==> src/rtl/cpu_control_fsm.sv <==
// Moore control sequencer for the RISC CPU: fetch, PC update, decode, execute (MOV/ALU/LDR/STR/HALT).
// Outputs come from registered state only; IF1 and MEM_RD each stall MEM_LAT cycles, with no other backpressure.
module cpu_control_fsm #(
  parameter int MEM_LAT = 1
) (
  input  logic       clk,
  input  logic       reset,
  input  logic [2:0] opcode,
  input  logic [1:0] op,
  output logic [1:0] nsel,
  output logic [1:0] vsel,
  output logic       loada,
  output logic       loadb,
  output logic       asel,
  output logic       bsel,
  output logic       loadc,
  output logic       loads,
  output logic       write,
  output logic       loadpc,
  output logic       loadir,
  output logic       load_addr,
  output logic       msel,
  output logic       mwrite,
  output logic       halted,
  output logic       illegal
);

  localparam logic [4:0] S_RST    = 5'd0;
  localparam logic [4:0] S_IF1    = 5'd1;
  localparam logic [4:0] S_IF2    = 5'd2;
  localparam logic [4:0] S_UPD_PC = 5'd3;
  localparam logic [4:0] S_DEC    = 5'd4;
  localparam logic [4:0] S_WR_IMM = 5'd5;
  localparam logic [4:0] S_GET_A  = 5'd6;
  localparam logic [4:0] S_GET_B  = 5'd7;
  localparam logic [4:0] S_GET_BD = 5'd8;
  localparam logic [4:0] S_ALU    = 5'd9;
  localparam logic [4:0] S_CMP_S  = 5'd10;
  localparam logic [4:0] S_WR_C   = 5'd11;
  localparam logic [4:0] S_ADDR   = 5'd12;
  localparam logic [4:0] S_LATCH  = 5'd13;
  localparam logic [4:0] S_MEM_RD = 5'd14;
  localparam logic [4:0] S_LD_WR  = 5'd15;
  localparam logic [4:0] S_PASS   = 5'd16;
  localparam logic [4:0] S_MEM_WR = 5'd17;
  localparam logic [4:0] S_HALT   = 5'd18;

  // Instruction class latched in DEC; steers the shared execute states.
  localparam logic [2:0] K_ALU = 3'd0;  // ADD / AND
  localparam logic [2:0] K_CMP = 3'd1;
  localparam logic [2:0] K_ZA  = 3'd2;  // MOV shift / MVN: A operand forced to zero
  localparam logic [2:0] K_LDR = 3'd3;
  localparam logic [2:0] K_STR = 3'd4;

  localparam logic [1:0] CNT_LAST = 2'(MEM_LAT - 1);

  logic [4:0] state, state_nxt;
  logic [2:0] kind, dec_kind;
  logic [1:0] cnt;
  logic       dec_ok;
  logic       illegal_q;

  always_comb begin
    dec_kind = K_ALU;
    dec_ok   = 1'b1;
    case ({opcode, op})
      5'b110_10: dec_kind = K_ALU;
      5'b110_00: dec_kind = K_ZA;
      5'b101_00: dec_kind = K_ALU;
      5'b101_01: dec_kind = K_CMP;
      5'b101_10: dec_kind = K_ALU;
      5'b101_11: dec_kind = K_ZA;
      5'b011_00: dec_kind = K_LDR;
      5'b100_00: dec_kind = K_STR;
      5'b111_00: dec_kind = K_ALU;
      default:   dec_ok   = 1'b0;
    endcase
  end

  always_comb begin
    state_nxt = S_RST;
    case (state)
      S_RST:    state_nxt = S_IF1;
      S_IF1:    state_nxt = (cnt == CNT_LAST) ? S_IF2 : S_IF1;
      S_IF2:    state_nxt = S_UPD_PC;
      S_UPD_PC: state_nxt = S_DEC;
      S_DEC: begin
        case ({opcode, op})
          5'b110_10:                       state_nxt = S_WR_IMM;
          5'b110_00, 5'b101_11:            state_nxt = S_GET_B;
          5'b101_00, 5'b101_01, 5'b101_10,
          5'b011_00, 5'b100_00:            state_nxt = S_GET_A;
          default:                         state_nxt = S_HALT;
        endcase
      end
      S_WR_IMM: state_nxt = S_IF1;
      S_GET_A:  state_nxt = (kind == K_LDR || kind == K_STR) ? S_ADDR : S_GET_B;
      S_GET_B:  state_nxt = (kind == K_CMP) ? S_CMP_S : S_ALU;
      S_ALU:    state_nxt = S_WR_C;
      S_CMP_S:  state_nxt = S_IF1;
      S_WR_C:   state_nxt = S_IF1;
      S_ADDR:   state_nxt = S_LATCH;
      S_LATCH:  state_nxt = (kind == K_LDR) ? S_MEM_RD : S_GET_BD;
      S_MEM_RD: state_nxt = (cnt == CNT_LAST) ? S_LD_WR : S_MEM_RD;
      S_LD_WR:  state_nxt = S_IF1;
      S_GET_BD: state_nxt = S_PASS;
      S_PASS:   state_nxt = S_MEM_WR;
      S_MEM_WR: state_nxt = S_IF1;
      S_HALT:   state_nxt = S_HALT;
      default:  state_nxt = S_RST;
    endcase
  end

  always_ff @(posedge clk) begin
    if (reset) begin
      state     <= S_RST;
      cnt       <= 2'd0;
      kind      <= K_ALU;
      illegal_q <= 1'b0;
    end else begin
      state <= state_nxt;
      // Counter runs only while a wait state holds itself, so every entry starts at zero.
      if ((state == S_IF1 || state == S_MEM_RD) && state_nxt == state)
        cnt <= cnt + 2'd1;
      else
        cnt <= 2'd0;
      if (state == S_DEC) begin
        kind <= dec_kind;
        if (!dec_ok)
          illegal_q <= 1'b1;
      end
    end
  end

  always_comb begin
    nsel      = 2'b00;
    vsel      = 2'b00;
    loada     = 1'b0;
    loadb     = 1'b0;
    asel      = 1'b0;
    bsel      = 1'b0;
    loadc     = 1'b0;
    loads     = 1'b0;
    write     = 1'b0;
    loadpc    = 1'b0;
    loadir    = 1'b0;
    load_addr = 1'b0;
    msel      = 1'b0;
    mwrite    = 1'b0;
    halted    = 1'b0;
    case (state)
      S_IF1:    msel = 1'b1;
      S_IF2:    begin msel = 1'b1; loadir = 1'b1; end
      S_UPD_PC: loadpc = 1'b1;
      S_WR_IMM: begin nsel = 2'b00; vsel = 2'b01; write = 1'b1; end
      S_GET_A:  begin nsel = 2'b00; loada = 1'b1; end
      S_GET_B:  begin nsel = 2'b10; loadb = 1'b1; end
      S_GET_BD: begin nsel = 2'b01; loadb = 1'b1; end
      S_ALU:    begin loadc = 1'b1; asel = (kind == K_ZA); end
      S_CMP_S:  loads = 1'b1;
      S_WR_C:   begin nsel = 2'b01; vsel = 2'b11; write = 1'b1; end
      S_ADDR:   begin bsel = 1'b1; loadc = 1'b1; end
      S_LATCH:  load_addr = 1'b1;
      S_MEM_RD: msel = 1'b1;
      S_LD_WR:  begin msel = 1'b1; nsel = 2'b01; vsel = 2'b00; write = 1'b1; end
      S_PASS:   begin asel = 1'b1; loadc = 1'b1; end
      S_MEM_WR: begin msel = 1'b1; mwrite = 1'b1; end
      S_HALT:   halted = 1'b1;
      default:  ;
    endcase
  end

  assign illegal = illegal_q;

endmodule
==> config.mk <==
export PLATFORM = sky130hd
export DESIGN_NAME = cpu_control_fsm
export DESIGN_NICKNAME = d
export VERILOG_FILES = /design/src/rtl/cpu_control_fsm.sv
export SDC_FILE = /design/constraint.sdc
export NUM_CORES = 1
export LEC_CHECK = 0
export CORE_MARGIN = 5
export CORE_UTILIZATION = 59
export CTS_BUF_LIST = sky130_fd_sc_hd__clkbuf_8
export CTS_CLUSTER_SIZE = 8
export DETAILED_ROUTE_END_ITERATION = 12
export DONT_BUFFER_PORTS = 1
export GPL_TIMING_DRIVEN = 0
export PLACE_DENSITY = 0.75
export SKIP_CTS_REPAIR_TIMING = 1
export SLEW_MARGIN = 0
export SYNTH_ARGS = -nofsm -noshare
export SYNTH_HDL_FRONTEND = slang
export SYNTH_SLANG_ARGS = --single-unit
==> constraint.sdc <==
create_clock -name clk -period 1.66 [get_ports clk]
set_clock_uncertainty 0.05 [all_clocks]
set_input_delay 0.332 -clock clk [delete_from_list [all_inputs] [get_ports clk]]
set_output_delay 0.332 -clock clk [all_outputs]
set_load 0.005 [all_outputs]
After elaboration in Yosys (flattened, before gate mapping) --
Memories as Yosys holds them, arrays and structs flattened. Index checks and enable logic that the tools add are counted.
Storage, ports and cells: register bits 11, memory bits (read-only) 128, input bits 7, output and inout port bits 18, word-level logic and storage cells 78, memories 1
Cells by class: $add $sub $neg 1, equal/unequal tests 32, multiplexer cells 23, bitwise gates (word level) 2, reductions and logical operators 15
Memories:
- (name not given) | words 32, bits a word 4, rd ports 1, clocked after memory_dff 0, write ports 0, line 88 | case ({opcode, op})
Operators with widths (number):
- 5-bit one-hot mux with 14 select lines | 1
- 5-bit == test (second input constant) | 11
- 5-bit by 4-bit == test with 1-bit output (second input constant) | 9
- 5-bit by 3-bit == test with 1-bit output (second input constant) | 4
- 1-bit two-way mux | 14
- 3-bit one-hot mux with 4 select lines | 1
- 5-bit by 2-bit == test with 1-bit output (second input constant) | 2
- 3-bit OR reduction | 3
- 9-bit OR reduction | 1
- 2-bit one-hot mux with 2 select lines | 2
- 3-bit by 2-bit == test with 1-bit output (second input constant) | 2
- 2-bit OR reduction | 3
- 6-bit OR reduction | 1
- 5-bit by 1-bit == test with 1-bit output (second input constant) | 1
- 5-bit == test | 1
- 5-bit zero test | 1
- 5-bit OR reduction | 1
- 2-bit two-way mux | 2
- 4-bit two-way mux | 1
- 3-bit by 1-bit == test with 1-bit output (second input constant) | 1
- 3-bit == test (second input constant) | 1
- 3-bit two-way mux | 1
- 2-bit by 1-bit adder with 2-bit output (second input constant) | 1
- 2-bit zero test | 1
- other kinds (5) | 7

Longest topological paths before layout --
word-level depth 8, depth in mapped cells 7, gate-level depth less buffers 7

Worst setup path after synthesis --
OpenSTA, ideal clock, no wires.
path type input-to-reg, start input opcode[0], end register cnt[0], library setup time 0.086 ns, arrival 1.598 ns, required time 1.524 ns, setup slack -0.073 ns, stages 5, path buffers 1, path through clkbuf_1 nor3b_1 a31oi_1 or4_1 a211oi_1
Between the ends: word-level cells in the longest chain between the ends 6
Ends and longest elaborated chain:
- start: declaration | line 8 | input logic [2:0] opcode,
- memory read 32 x 4 bit
- 5-bit one-hot mux with 14 select lines | line 82 | case (state)
- 5-bit == test | line 123 | if ((state == S_IF1 || state == S_MEM_RD) && state_nxt == state)
- 1-bit logical AND | line 123
- 1-bit inverter (no source line)
- 2-bit OR reduction (no source line)
- end signal: assignment | line 124 | cnt <= cnt + 2'd1;
- end: declaration | line 59 | logic [1:0] cnt;
Every way passes these cells. A chain may end at the register's enable or synchronous reset.

Worst setup path in the final report --
start register state[4], end output asel
Between the ends: word-level cells in the longest chain between the ends 2, elaborated cells between the ends (all ways) 3, those cells by class eq/ne (2); mux (1)
Ends and longest elaborated chain:
- start: declaration | line 57 | logic [4:0] state, state_nxt;
- start signal: assignment | line 121 | state <= state_nxt;
- 5-bit == test / 5-bit by 4-bit == test with 1-bit output (equally long branches) | line 151 | case (state)
- 1-bit one-hot mux with 2 select lines * | line 151
- end: declaration | line 14 | output logic asel,
Mark *: on every way between the ends. The rest lies on a longest branch, timed or not.

==> flow_summary.toml <==
[drt]
vias = 1216
routedWlPerCell_um = 16.41
antenna_left = 0
dr.pass1.iters = 4
drt_iter0_drc = 32
drc = 0
wirelength_mm = 3.167
viasPerCell = 6.301

[cells_and_area]
postLayoutCellArea_mm2 = 0.001360
fillerInstances = 137
final_cell_mix = "nor2_1, inv_1, o21ai_0, nand2_1"
final_common_cell = "nor2_1"
diodes = 0
synthToLayoutAreaGrowth_pct = 27.43
regArea_um2 = 230.2
multi_input_area_um2 = 864.6
final_nets = 177
drive_gt1_share_pct = 33.33
final_util_pct = 78.77
layout.cells.non_filler = 193

[logic_synthesis]
netlist_top_cells_area = "dfxtp_1, nor2_1, o21ai_0, nor3_1, nor3b_1"
syn_inst = 161
ys_seq_area_share_pct = 20.63
yosys_most_used_dff = "dfxtp_1"
yosys.area.top_type_share_pct = 20.63
yosysTopAreaCell = "dfxtp_1"
ys_types = 48
syn_area_mm2 = 0.001067
synth_seq_cells = 11
syn_nets = 169
yosys_warnings = 0
async_reset_ff_share_pct = 0
synth_edf_count = 0
syn_area_per_cell_um2 = 6.629

[grt]
grt_max_degree = 11
antenna_found_initial = 0
grtUsageTotal_pct = 21.91
overflow = 0
grt_pass1_wl_mm = 4.554
grt_pass1_vias = 980

[power]
power_per_cell_area_mw_per_mm2 = 1151
fin_total_pwr_uw = 1565
power_leakage_uw = 0.0004960
peakVddDrop_uv = 773.3

[placed_design]
place_inst = 186
dp_hpwl_mm = 2.168
io_buffer_count = 0
place.gp.congestion = 0.8965
placed_area_mm2 = 0.001106

[clocking]
cts_buffer_depth = 2
path_clk_slew_ns = 0.05
cts_sinks = 11
htreeDepth = 1
ctsRootBufferMaster = "clkbuf_8"
cts_buffers = 3
cts_tree = "done"
clock_latency_ns = 0.23

[worst_setup_path]
timing.rr.start = "state[3]$_SDFF_PP0_"
crit_required_ns = 1.28
cp-end-kind = "output pin"
path_class = "reg2out"
startpoint = "state[4]$_SDFF_PP0_"
cp.arrival_ns = 1.46
cp_max_fo = 7
start_kind = "flip-flop"

[die]
initial_core_util_pct = 61.81
rows = 15
core_mm2 = 0.001727
die_w_um = 52.53
io_pins = 25
die_h_um = 52.53
die_area_mm2 = 0.002759

[sta]
fin_crit_sh_pct = 111.2
setup_ws_ns = -0.1864
relSlewSlack_pct = 70.93
rsz0062_at_grt = "true"
timing.fmax_ghz = 0.5416
tightest_slew_ns = 0.4361
hold_viol = 0
setup_violations = 8
post-route-min-period_ns = 1.846
maxSlewViolCount = 0
tns_ns = -0.5237

[status]
outcome = "finished with violations"
failed_checks = "setup timing"

[job]
max_cap_violations = 0

[worst_hold_path]
hold_class = "in2reg"
worstHoldStart = "op[1]"
-- flip-flops by register name, indices dropped and copies added (netlist names) --
name,cells
cnt,2
illegal,1
kind,3
state,5
-- path summary, 6_finish.rpt --
kind | end | slack, ns | depth (start not counted)
hold / removal | kind[0]$_SDFFE_PP0P_ | 0.32 | 3
hold reg to reg | cnt[0]$_SDFF_PP0_ | 0.36 | 1
setup reg to reg | state[1]$_SDFF_PP0_ | -0.08 | 6
setup / recovery | asel | -0.19 | 5
-- metrics by stage --
step                      hold WS [ns]  setup WS (ns)
after floorplan                 0.3436       0.001833
after global routing            0.3292        -0.2489
after detailed placement        0.3676        -0.3121
final                           0.3209        -0.1864
after CTS                       0.3204        -0.5772
after global placement          0.3558        -0.2742
-- routing by layer --
metal | wire, um | track usage [%] | vias to the layer above
met1 | 1240 | 27.19 | 561
met5 | 0 | 0 | -
li1 | - | - | 590
met4 | 36 | 3.404 | 0
met2 | 1594 | 37.40 | 61
met3 | 297 | 6.838 | 4
-- cell families (layout without fill, tap and decap cells) --
logic type,after synthesis,after routing,synth area share (%)
adders and majority gates,1,1,1.172
and+or+nand+nor,76,76,37.52
muxes,1,1,1.055
xor gates and xnor gates,1,1,0.8208
DFF,11,11,20.63
AOI/OAI and AO/OA,45,45,28.72
buffers and inverters,26,33,10.08
-- synthesized netlist by cell type (2+ instances only) --
| master | instances |
|---|---|
| a2bb2oi_1 | 2 |
| a31oi_1 | 5 |
| and2_1 | 2 |
| o32a_1 | 2 |
| inv_1 | 10 |
| clkbuf_1 | 9 |
| a211oi_1 | 3 |
| nand3b_1 | 4 |
| nand2_1 | 8 |
| buf_1 | 3 |
| nor3_1 | 9 |
| nor2b_1 | 3 |
| nor4b_1 | 2 |
| a21o_1 | 2 |
| nor2_1 | 27 |
| a21oi_1 | 7 |
| o21ai_0 | 11 |
| buf_4 | 2 |
| nor3b_1 | 6 |
| dfxtp_1 | 11 |
| nand2b_1 | 5 |
| or2_2 | 2 |
-- area by class of cell --
cell class,count,share of cell area (%)
multi-input cells,124,63.57
flip-flops and latches,11,16.93
plain buffers,14,8.372
clock buffers,3,3.036
repair buffers,5,2.760
inverters,10,2.760
well taps,25,2.300
clock inverters,1,0.2760
-- report_power, final --
group          total (uW)  leakage (uW)  switching, uW  internal [uW]
Combinational         938      0.000377            508            430
Sequential            374     0.0000921           59.3            315
Clock                 252     0.0000269           91.0            162
Total                1560      0.000496            658            906
-- worst max-delay path, cell delays in order, from the launching register on --
cell and delay [ns]:
dfxtp_2 0.33, buf_6 0.13, or2b_4 0.27, nor3b_2 0.18
a31oi_1 0.10, nor3_2 0.23
(Power assumes the default switching activity.)
